$ cat config.mk
export PLATFORM = sky130hd
export DESIGN_NAME = sccb_write_arbiter
export DESIGN_NICKNAME = d
export VERILOG_FILES = /design/src/rtl/sccb_write_arbiter.sv
export SDC_FILE = /design/constraint.sdc
export NUM_CORES = 1
export LEC_CHECK = 0
export BUFFER_PORTS_ARGS = -buffer_cell sky130_fd_sc_hd__buf_2
export CELL_PAD_IN_SITES_DETAIL_PLACEMENT = 1
export CELL_PAD_IN_SITES_GLOBAL_PLACEMENT = 1
export CORE_AREA = 5 5 79 81
export DETAILED_ROUTE_END_ITERATION = 10
export DIE_AREA = 0 0 84 86
export GPL_TIMING_DRIVEN = 0
export PLACE_DENSITY = 0.84
export SETUP_SLACK_MARGIN = 0.4
export SYNTH_ARGS = -nofsm -noshare
export SYNTH_HDL_FRONTEND = slang
export SYNTH_SLANG_ARGS = --single-unit
$ cat constraint.sdc
create_clock -name clk -period 6.17 [get_ports clk]
set_clock_uncertainty 0.2 [all_clocks]
set_input_delay 0.3085 -clock clk [delete_from_list [all_inputs] [get_ports clk]]
set_output_delay 0.3085 -clock clk [all_outputs]
set_load 0.02 [all_outputs]
$ cat src/rtl/sccb_write_arbiter.sv
// sccb_write_arbiter
//   Arbitrates two SCCB register-write requesters (req0 = init sequencer,
//   req1 = runtime tuning) onto a single byte-oriented I2C master, and
//   sequences the three-byte write SLAVE_ADDR / reg addr / reg data.
//   A NACK on any byte ends the attempt with STOP and retries the whole
//   transaction after the idle gap, up to MAX_RETRY times.
//
// Ports
//   clk, rst              clock (rising edge), asynchronous active-high reset
//   req0/1, addr0/1,      write requests with register address / value,
//   data0/1               held by the requester until its grant
//   gnt0/1                1-cycle pulse when that request is captured
//   done0/1               1-cycle pulse when the write is ACKed and STOPped
//   err0/1                1-cycle pulse when the write is abandoned
//   start, stop           1-cycle commands to the I2C master
//   wr_data               byte for the I2C master, 0 when not presenting one
//   ack                   2'b11 ACK tick, 2'b10 NACK tick, 2'b0x ignored
//   i2c_state             I2C master state, 0 = idle
//   busy                  high whenever a transaction or gap is in progress
module sccb_write_arbiter #(
    parameter logic [7:0]  SLAVE_ADDR = 8'h42,
    parameter int unsigned GAP_CYCLES = 65536,
    parameter int unsigned MAX_RETRY  = 3
) (
    input  logic       clk,
    input  logic       rst,
    input  logic       req0,
    input  logic       req1,
    input  logic [7:0] addr0,
    input  logic [7:0] addr1,
    input  logic [7:0] data0,
    input  logic [7:0] data1,
    output logic       gnt0,
    output logic       gnt1,
    output logic       done0,
    output logic       done1,
    output logic       err0,
    output logic       err1,
    output logic       start,
    output logic       stop,
    output logic [7:0] wr_data,
    input  logic [1:0] ack,
    input  logic [3:0] i2c_state,
    output logic       busy
);

    localparam int unsigned GAP_W    = $clog2(GAP_CYCLES + 1);
    // The retry count must be able to reach MAX_RETRY+1 to detect exhaustion.
    localparam int unsigned RTRY_RAW = $clog2(MAX_RETRY + 2);
    localparam int unsigned RTRY_W   = (RTRY_RAW < 2) ? 2 : RTRY_RAW;

    typedef enum logic [2:0] {
        S_IDLE,
        S_START,
        S_ADDR,
        S_DATA,
        S_STOP,
        S_GAP
    } state_t;

    state_t              state_q, state_d;
    logic [7:0]          addr_q, addr_d;
    logic [7:0]          data_q, data_d;
    logic                owner_q, owner_d;     // 0 = requester 0, 1 = requester 1
    logic                pending_q, pending_d; // retry due when the gap ends
    logic [RTRY_W-1:0]   retry_q, retry_d;
    logic [RTRY_W-1:0]   retry_inc;
    logic [GAP_W-1:0]    gap_q, gap_d;

    always_ff @(posedge clk or posedge rst) begin
        if (rst) begin
            state_q   <= S_IDLE;
            addr_q    <= '0;
            data_q    <= '0;
            owner_q   <= 1'b0;
            pending_q <= 1'b0;
            retry_q   <= '0;
            gap_q     <= '0;
        end else begin
            state_q   <= state_d;
            addr_q    <= addr_d;
            data_q    <= data_d;
            owner_q   <= owner_d;
            pending_q <= pending_d;
            retry_q   <= retry_d;
            gap_q     <= gap_d;
        end
    end

    always_comb begin
        state_d   = state_q;
        addr_d    = addr_q;
        data_d    = data_q;
        owner_d   = owner_q;
        pending_d = pending_q;
        retry_d   = retry_q;
        gap_d     = '0;
        retry_inc = retry_q + RTRY_W'(1);
        gnt0      = 1'b0;
        gnt1      = 1'b0;
        done0     = 1'b0;
        done1     = 1'b0;
        err0      = 1'b0;
        err1      = 1'b0;
        start     = 1'b0;
        stop      = 1'b0;
        wr_data   = '0;
        busy      = (state_q != S_IDLE);

        unique case (state_q)
            S_IDLE: begin
                if (i2c_state == 4'd0 && (req0 || req1)) begin
                    owner_d   = !req0;
                    addr_d    = req0 ? addr0 : addr1;
                    data_d    = req0 ? data0 : data1;
                    retry_d   = '0;
                    pending_d = 1'b0;
                    gnt0      = req0;
                    gnt1      = !req0;
                    state_d   = S_START;
                end
            end
            S_START: begin
                start   = 1'b1;
                wr_data = SLAVE_ADDR;
                state_d = S_ADDR;
            end
            S_ADDR, S_DATA, S_STOP: begin
                if (ack == 2'b11) begin
                    if (state_q == S_ADDR) begin
                        wr_data = addr_q;
                        state_d = S_DATA;
                    end else if (state_q == S_DATA) begin
                        wr_data = data_q;
                        state_d = S_STOP;
                    end else begin
                        stop      = 1'b1;
                        done0     = !owner_q;
                        done1     = owner_q;
                        retry_d   = '0;
                        pending_d = 1'b0;
                        state_d   = S_GAP;
                    end
                end else if (ack == 2'b10) begin
                    stop = 1'b1;
                    if (retry_inc <= RTRY_W'(MAX_RETRY)) begin
                        retry_d   = retry_inc;
                        pending_d = 1'b1;
                    end else begin
                        retry_d   = '0;
                        pending_d = 1'b0;
                        err0      = !owner_q;
                        err1      = owner_q;
                    end
                    state_d = S_GAP;
                end
            end
            S_GAP: begin
                if (gap_q == GAP_W'(GAP_CYCLES - 1)) begin
                    state_d   = pending_q ? S_START : S_IDLE;
                    pending_d = 1'b0;
                end else begin
                    gap_d = gap_q + GAP_W'(1);
                end
            end
            default: state_d = S_IDLE;
        endcase

        // Outputs are held quiet for the whole reset interval, including
        // any grant that a held request would otherwise produce.
        if (rst) begin
            gnt0    = 1'b0;
            gnt1    = 1'b0;
            done0   = 1'b0;
            done1   = 1'b0;
            err0    = 1'b0;
            err1    = 1'b0;
            start   = 1'b0;
            stop    = 1'b0;
            wr_data = '0;
            busy    = 1'b0;
        end
    end

endmodule

==> Yosys cells after proc, flatten, opt, wreduce, memory -nomap -nowiden <==
Cells that the tools add are included.
{ "word_totals": {"regBits": 41, "in_bits": 42, "out_inout_bits": 17, "wordCells": 104} }
{ "classes": {"n_addsub": 2, "magnitude_cmp": 1, "eq_ne": 13, "n_mux": 67, "n_reduce_logical": 14} }
{ "op_table": {"columns": ["operator", "count"], "rows": [
  ["$mux W8", 6],
  ["$mux W1", 44],
  ["$mux W17", 2],
  ["$mux W3", 11],
  ["$add A17 B1 Y17 const B", 1],
  ["$eq A17 B16 Y1 const B", 1],
  ["$pmux W8 S2", 1],
  ["$pmux W3 S4", 1],
  ["$ne A3 B3 Y1 const B", 3],
  ["$eq A3 B2 Y1 const B", 2],
  ["$eq A3 B3 Y1 const B", 2],
  ["$pmux W3 S2", 1],
  ["$reduce_and A6 Y1", 1],
  ["$reduce_bool A3 Y1", 2],
  ["$reduce_and A5 Y1", 1],
  ["$eq A2 B2 Y1 const B", 2],
  ["$logic_not A4 Y1", 1],
  ["$ne A2 B2 Y1 const B", 2],
  ["$add A3 B1 Y3 const B", 1],
  ["$eq A3 B1 Y1 const B", 1],
  ["$le A3 B2 Y1 const B", 1],
  ["$logic_not A3 Y1", 1],
  ["$pmux W1 S3", 1],
  ["$reduce_and A3 Y1", 1],
  ["6 further kinds", 7]
]} }

==> Longest topological paths before layout <==
Gate-level depths: netlist of run 1.
{ "logic_depth": {"ltp_word": 7, "ltp_mapped": 7, "mapped_depth_nobuf": 7} }

==> Least setup slack after synthesis of run 1 <==
No wires, ideal clock.
{ "synth_timing": {"kind": "in2out", "startpoint": "in rst", "endpoint": "out wr_data[1]", "arrival_time_ns": 2.413, "required_ns": 5.661, "slack_ns": 3.248, "cell_stages": 4, "path_buffers": 1, "cell_sequence": "clkbuf_1 > inv_1 > nand4_1 > o21ai_0"} }
{ "synth_via": {"elab_chain_cells": 1} }
{ "synth_rtl": {"columns": ["element", "line", "source"], "rows": [
  ["start: declaration", "26", "input logic rst,"],
  ["$mux W8", "171", "if (rst) begin"],
  ["end: declaration", "41", "output logic [7:0] wr_data,"]
]} }
No other way between the ends.

==> Final worst setup path of run 1 <==
{ "layout_timing": {"startpoint": "in rst", "endpoint": "out wr_data[6]"} }
The elaborated chain is that of the path after synthesis.

==> results by group, run 1 <==
Outcome
  – Status: complete, no violations

Power
  – PnR Total Power: 0.000820 W
  – Logic pwr share: 33.3%
  – Ratio of total power to cell area: 299 mW/mm²
  – Reg power frac: 42.9%
  – Worst VDD drop: 0.132 mV
  – Psw: 0.000293 W
  – Leak Pwr: 1.38 nW
  – Sw Ratio: 35.7%
  – Clock power frac: 23.8%
  – Pint: 0.000528 W

Floorplan
  – Ports: 59
  – Row cnt: 27
  – Die extent in x: 84 µm
  – Initial Util: 42.0%
  – Die height: 86 µm
  – Die area: 0.00722 mm²
  – Core Area: 0.00541 mm²

Critical path
  – Crit path launch: rst
  – Delay-heaviest family, CP: buffers and inverters
  – Slowest CP cell: inv_2
  – Setup crit end kind: output port
  – CP arrival: 2.29 ns
  – Crit start category: input pin
  – Cell Chain, Critical Path: clkbuf_1 -> inv_2 -> nand4_1 -> o21ai_0 -> buf_2
  – Kind of critical path: in -> out
  – Buf+Inv Stages, Crit Path: 3
  – R2R Path Start: gap_q[0]$_DFF_PP0_
  – Req. time, crit path: 5.66 ns
  – Critical Path Max Stage Delay: 0.72 ns
  – Critical Path Fanout Max: 43

STA
  – Min Tclk post-route: 2.80 ns
  – Max Transition Viols Final: 0
  – Fin Setup TNS: 0 ns
  – RSZ-0062 raised after global routing: false
  – Max frequency: 357 MHz
  – Worst-margin pin slew: 0.881 ns
  – Fin crit share: 45.4%
  – # setup viols final: 0
  – Final Hold Viols: 0
  – Slew headroom: 41.2%

Synthesis
  – Register area share after synthesis: 45.2%
  – Asr flop ratio synth: 100%
  – Count of cell types in the netlist: 40
  – Primary flip-flop cell chosen by synthesis mapping: dfrtp_1
  – Ranking of synthesized cells by area: dfrtp_1, mux2i_1, nor2_1
  – Mapped cell area: 0.00227 mm²
  – Synthesized flop and latch total: 41
  – Synth Net Count: 282
  – Mean Syn Cell Area: 9.58 µm²
  – Synth top area share: 45.2%
  – Yosys top cell by area: dfrtp_1
  – Post-synth EDFFs: 0
  – Post-Syn Instances: 237
  – Synth warn: 0

Route
  – Final WL: 5970 µm
  – DRT iter0 DRCs: 111
  – Routed vias: 1992
  – First-pass detailed-route iteration total: 4
  – DRC viols: 0
  – Vias/cell: 5.33
  – Final ANT Viol Nets: 0
  – Routed wire per std cell: 16.0 µm

Clock tree
  – Clk Latency, worst-skew pair: 0.29 ns
  – Level count of the clock H-tree: 2
  – CTS tree: built
  – Hold buffer count at cts: 0
  – # resized after CTS: 0
  – Worst-path clk slew: 0.08 ns
  – CTS root buf: clkbuf_8
  – CTS Sinks: 41
  – Max Buffers Root-to-Sink: 2
  – Num CTS Buffers: 5
  – Post-CTS Setup Repair Bufs: 0

GRT
  – Grt met3 use: 3.55%
  – Overflow after GRT: 0
  – Initial antenna violation count: 0
  – Largest net degree at the start of global routing: 44
  – Vias in the first global route: 2225
  – Grt met2 use: 31.6%
  – Met1 GRT Util: 20.5%
  – First-pass GRT wire length: 10300 µm
  – All-Layer GR Usage: 17.6%
  – Top Usage Layer GRT: met2

Finish
  – Final nets: 346
  – Area growth from synthesis to layout: 21.0%
  – Layout cell share with drive strength beyond 1: 26.8%
  – Filler Cell Count: 661
  – Final Non-Filler Cells: 374
  – Ant diodes: 0

Placed design
  – DP HPWL: 4590 µm
  – Cell total after placement: 366
  – IO buf count: 57
  – Placer Congestion: 0.788

Hold path
  – Hold Path Origin: data1[1]
  – Hold Path Class: in -> reg

Flow run
  – Max-Cap Viols: 0
## cells in the final DEF, fill, tap and decap left out, drive strengths merged, types with 6 or more instances in the layout
| cell type | synthesis | routed |
|---|---|---|
| o21ai | 21 | 21 |
| a21oi | 7 | 7 |
| xnor2 | 7 | 7 |
| xor2 | 7 | 7 |
| nor3 | 6 | 6 |
| mux2i | 24 | 24 |
| nand2 | 26 | 26 |
| nand3 | 8 | 8 |
| dfrtp | 41 | 41 |
| clkbuf | 4 | 11 |
| inv | 8 | 8 |
| nor2 | 28 | 28 |
| buf | 10 | 67 |
## kinds of logic (layout without fill, tap and decap cells)
logic type	after synthesis	count (layout)	synth area share, %
AND/OR/NAND/NOR	92	92	20.1
flip-flops	41	41	45.2
AO/OA/AOI/OAI	39	39	10.9
multiplexers	26	26	11.6
buffers and inverters	22	87	5.18
XOR/XNOR	14	14	5.40
adder cells (fa/ha/maj)	3	3	1.65
## per-layer routing
metal	vias up	part of all wire, %	routed length (µm)
met4	0	2.3	137
met1	971	43	2550
met3	15	5.1	303
met5	-	0	0
li1	944	-	-
met2	62	50	2980
## through the flow
step	util (%)	setup slack (ns)	hold WS, ns	area (µm²)
detailed placement	48.9	3.30	0.272	2650
CTS	50.8	3.31	0.103	2750
finish	50.8	3.37	0.104	2750
floorplan	-	3.25	0.242	2270
global route	50.8	3.08	0.130	2750
global placement	48.9	2.66	0.261	2650
## flip-flops by register name (all words and copies together), names as in the netlist
signal,flops
gap_q,17
addr_q,8
data_q,8
retry_q,3
state_q,3
owner_q,1
pending_q,1
## area by class of cell
| type | count | area [µm²] | share of cell area [%] |
|---|---|---|---|
| Inverter | 8 | 30.0 | 1.09 |
| Multi-Input combinational cell | 174 | 1130 | 41.0 |
| Timing Repair Buffer | 57 | 285 | 10.4 |
| Buffer | 14 | 87.6 | 3.19 |
| Sequential cell | 41 | 1030 | 37.4 |
| Tap cell | 72 | 90.1 | 3.28 |
| Clock inverter | 1 | 5.00 | 0.182 |
| Clock buffer | 7 | 96.3 | 3.51 |
## cell usage after synthesis (2+ instances only)
master and number:
ha_1 3, and3_1 5, clkbuf_1 4, nand2_1 26, nor2b_1 4, nor2_1 28
nand3_1 8, o21ai_0 21, buf_4 2, or3_1 2, a21oi_1 7, nand4_1 4
buf_2 4, inv_1 8, xor2_1 7, nor3b_1 2, nor3_1 6, a21o_1 2
dfrtp_1 41, mux2_2 2, buf_6 3, mux2i_1 24, xnor2_1 7
## power groups by stage
stage,clock (W),sequential [W],combinational (W)
floorplan,0,0.000346,0.000204
global placement,0,0.000353,0.000263
detailed placement,0,0.000358,0.000276
CTS,0.000199,0.000352,0.000276
global route,0.000209,0.000360,0.000308
finish,0.000195,0.000352,0.000273
## tightest hold or removal path, cell delays in order
cell and delay [ns]:
buf_2 0.07, mux2i_1 0.05, o21ai_0 0.13
## final timing paths
path	end	slack, ns	cells past startpoint
hold / removal	data_q[1]$_DFFE_PP0P_	0.10	3
setup / recovery	wr_data[6]	3.37	5
setup reg to reg	state_q[2]$_DFFE_PP0P_	3.96	7
min in group asynchronous	data_q[1]$_DFFE_PP0P_	0.20	2
max in group asynchronous	gap_q[6]$_DFF_PP0_	5.02	2
hold reg to reg	addr_q[3]$_DFFE_PP0P_	0.29	2
No activity file was read; power rests on OpenSTA's default activity.
==> run 2, diff against run 1 <==
Settings changed: CORE_AREA 5 5 79 81 to 5 5 82 84, DIE_AREA 0 0 84 86 to 0 0 87 89, PLACE_DENSITY 0.84 to 0.78.
Clock period 6.17 ns to 2.82 ns, I/O delays scaled along.
==> run 2 against run 1 <==
Net effect:
- sequential share of layout area is 5.3 points lower
- critical path type is now reg -> out
- register-to-register slack worse by 3.4 ns
- worst hold slack worse by 0.094 ns
- critical endpoint is now gnt0
- first-iteration DRC count is 35% lower
- combinational power grew to 2.6 times the previous value
- sequential power is 120% higher
- highest routed layer unchanged
- core utilization is 3.9 points higher
- total power grew to 2.5 times the previous value
==> results by group, run 2 (synthesis gave the netlist of run 1 again) <==
Outcome
  – Status: complete, no violations

Route
  – Metal-1 WL: 2810 µm (+10%)
  – Top routing layer in use: met4
  – Routed vias: 2171 (+9.0%)
  – DRC viols: 0 (unchanged)
  – Met2 Routed Length: 3980 µm (+34%)
  – Final WL: 7280 µm (+22%)
  – Vias/cell: 5.19 (-2.5%)
  – Detail Route met3 WL: 339 µm (+12%)
  – Final ANT Viol Nets: 0 (unchanged)
  – First-pass detailed-route iteration total: 4 (unchanged)
  – Routed wire per std cell: 17.4 µm (+9.1%)
  – DRT iter0 DRCs: 72 (-35%)

Critical path
  – Crit path to: gnt0
  – CP arrival: 1.94 ns (-0.35 ns)
  – Kind of critical path: reg -> out
  – Critical Path Fanout Max: 10 (-77%)
  – Reg2reg setup slack: 0.61 ns (-3.35 ns)
  – Crit path launch: state_q[2]$_DFFE_PP0P_
  – RR Endpoint: pending_q$_DFFE_PP0P_
  – Setup crit end kind: output port
  – Path depth of the worst reg2reg path: 7 (unchanged)
  – R2R Path Start: gap_q[0]$_DFF_PP0_
  – Req. time, crit path: 2.48 ns (-3.18 ns)
  – Crit start category: flip-flop

STA
  – Min Tclk post-route: 2.28 ns
  – Fin crit share: 80.8%
  – Hold_ws: 0.00997 ns (-0.0944 ns)
  – Final worst setup slack: 0.541 ns (-2.83 ns)
  – Max Transition Viols Final: 0 (unchanged)
  – Slew headroom: 32.4% (-8.8 points)
  – # setup viols final: 0 (unchanged)
  – RSZ-0062 raised after global routing: true
  – Worst-margin pin slew: 1.01 ns (+0.127 ns)
  – Max frequency: 439 MHz
  – Final Hold Viols: 0 (unchanged)

Finish
  – Largest register FFs: 17 (unchanged)
  – Commonest non-fill, non-tap cells in the layout: buf_2, dfrtp_1, dlygate4sd3_1, nor2_1, nand2_1
  – Post-layout util: 54.7% (+3.9 points)
  – Top reg by flops: gap_q
  – Biggest regs: gap_q x17, addr_q x8, data_q x8
  – Layout cell share with drive strength beyond 1: 27.8% (+0.96 points)
  – Most common cell after layout, fill and taps aside: buf_2
  – Final nets: 386 (+12%)
  – Area growth from synthesis to layout: 41.1%

Placed design
  – DP HPWL: 4390 µm (-4.4%)
  – IO buf count: 57 (unchanged)
  – Place WS: -0.197 ns (-3.49 ns)
  – Placer Congestion: 0.755 (-4.1%)

GRT
  – Overflow after GRT: 0 (unchanged)
  – Largest net degree at the start of global routing: 22 (-50%)
  – Initial antenna violation count: 1 (+1)
  – First-pass GRT wire length: 11700 µm (+14%)
  – All-Layer GR Usage: 19.6% (+2.0 points)
  – Vias in the first global route: 2395 (+7.6%)

Clock tree
  – Max Buffers Root-to-Sink: 2 (unchanged)
  – CTS tree: built
  – Level count of the clock H-tree: 2 (unchanged)
  – Clk Latency, worst-skew pair: 0.30 ns (about the same)
  – Num CTS Buffers: 5 (unchanged)
  – Worst-path clk slew: 0.08 ns (about the same)
  – CTS root buf: clkbuf_8
  – CTS Sinks: 41 (unchanged)

Floorplan
  – Initial Util: 38.8% (-3.2 points)
  – Ports: 59 (unchanged)
  – Row cnt: 28 (+3.7%)
  – Core Area: 0.00585 mm² (+8.2%)
  – Die area: 0.00774 mm² (+7.2%)
  – Die extent in x: 87 µm (+3.6%)
  – Die height: 89 µm (+3.5%)

Hold path
  – Hold Path Class: in -> async

Power
  – Worst VDD drop: 0.261 mV (+98%)
  – Ratio of total power to cell area: 641 mW/mm² (+110%)
  – Leak Pwr: 1.56 nW (+13%)

Flow run
  – Max-Cap Viols: 0 (unchanged)
-- run 2: cell count changes in the layout (fill, tap and decap cells not counted), moves of 2 or more --
cell           delta
dlygate4sd3_1    +34
buf_4             +7
buf_2             -3
bufinv_16         +2
clkbuf_8          -2
clkinvlp_2        +2
nor3_1            -2
nor3_2            +2
-- run 2: layout make-up --
class	count	area, µm²
Inverter	8	33.8
Antenna cell	1	2.50
Tap cell	75	93.8
Multi-Input combinational cell	174	1150
Buffer	14	91.3
Timing Repair inverter	2	10.0
Clock inverter	3	65.1
Sequential cell	41	1030
Clock buffer	5	68.8
Fill cell	703	2650
Timing Repair Buffer	95	661
-- run 2: worst min path at each step --
stage | startpoint | to | depth (start not counted)
after global routing | rst | gap_q[8]$_DFF_PP0_ | 2
after CTS | rst | gap_q[8]$_DFF_PP0_ | 2
after floorplan | ack[1] | state_q[2]$_DFFE_PP0P_ | 2
after global placement | data1[0] | data_q[0]$_DFFE_PP0P_ | 3
after detailed placement | data1[0] | data_q[0]$_DFFE_PP0P_ | 3
final | rst | gap_q[6]$_DFF_PP0_ | 2
-- run 2: per-layer routing --
layer,vias up,global-route usage [%]
met3,14,4.42
met1,1080,22.2
met4,0,6.37
met2,52,36.3
li1,1025,-
met5,-,0
-- run 2: repair_timing --
item                       CTS  global route
hold endpoints to repair    26             0
setup endpoints to repair   10            12
buffers inserted             2             2
cloned                       2             0
hold buffers                34             0
gates resized for setup      2            10
pin swaps                    2             1
-- run 2: stage by stage --
| step | power, W | instances | TNS (ns) | cell area [µm²] |
|---|---|---|---|---|
| finish | 0.00205 | 418 | 0 | 3200 |
| floorplan | 0.00120 | 237 | 0 | 2270 |
| CTS | 0.00201 | 415 | 0 | 3160 |
| global route | 0.00218 | 418 | 0 | 3200 |
| global placement | 0.00135 | 369 | -0.514 | 2650 |
| detailed placement | 0.00138 | 369 | -0.855 | 2650 |
-- run 2: power by group --
group          switching [W]  internal [W]
logic               0.000402      0.000307
clock network       0.000217      0.000352
registers          0.0000795      0.000695
-- run 2: critical path, stage by stage, from the launching register on --
cell and delay, ns:
dfrtp_1 0.41, inv_2 0.08, o211ai_1 0.14, or3_1 0.35, buf_4 0.18, buf_6 0.15, nor3b_2 0.17, buf_4 0.16
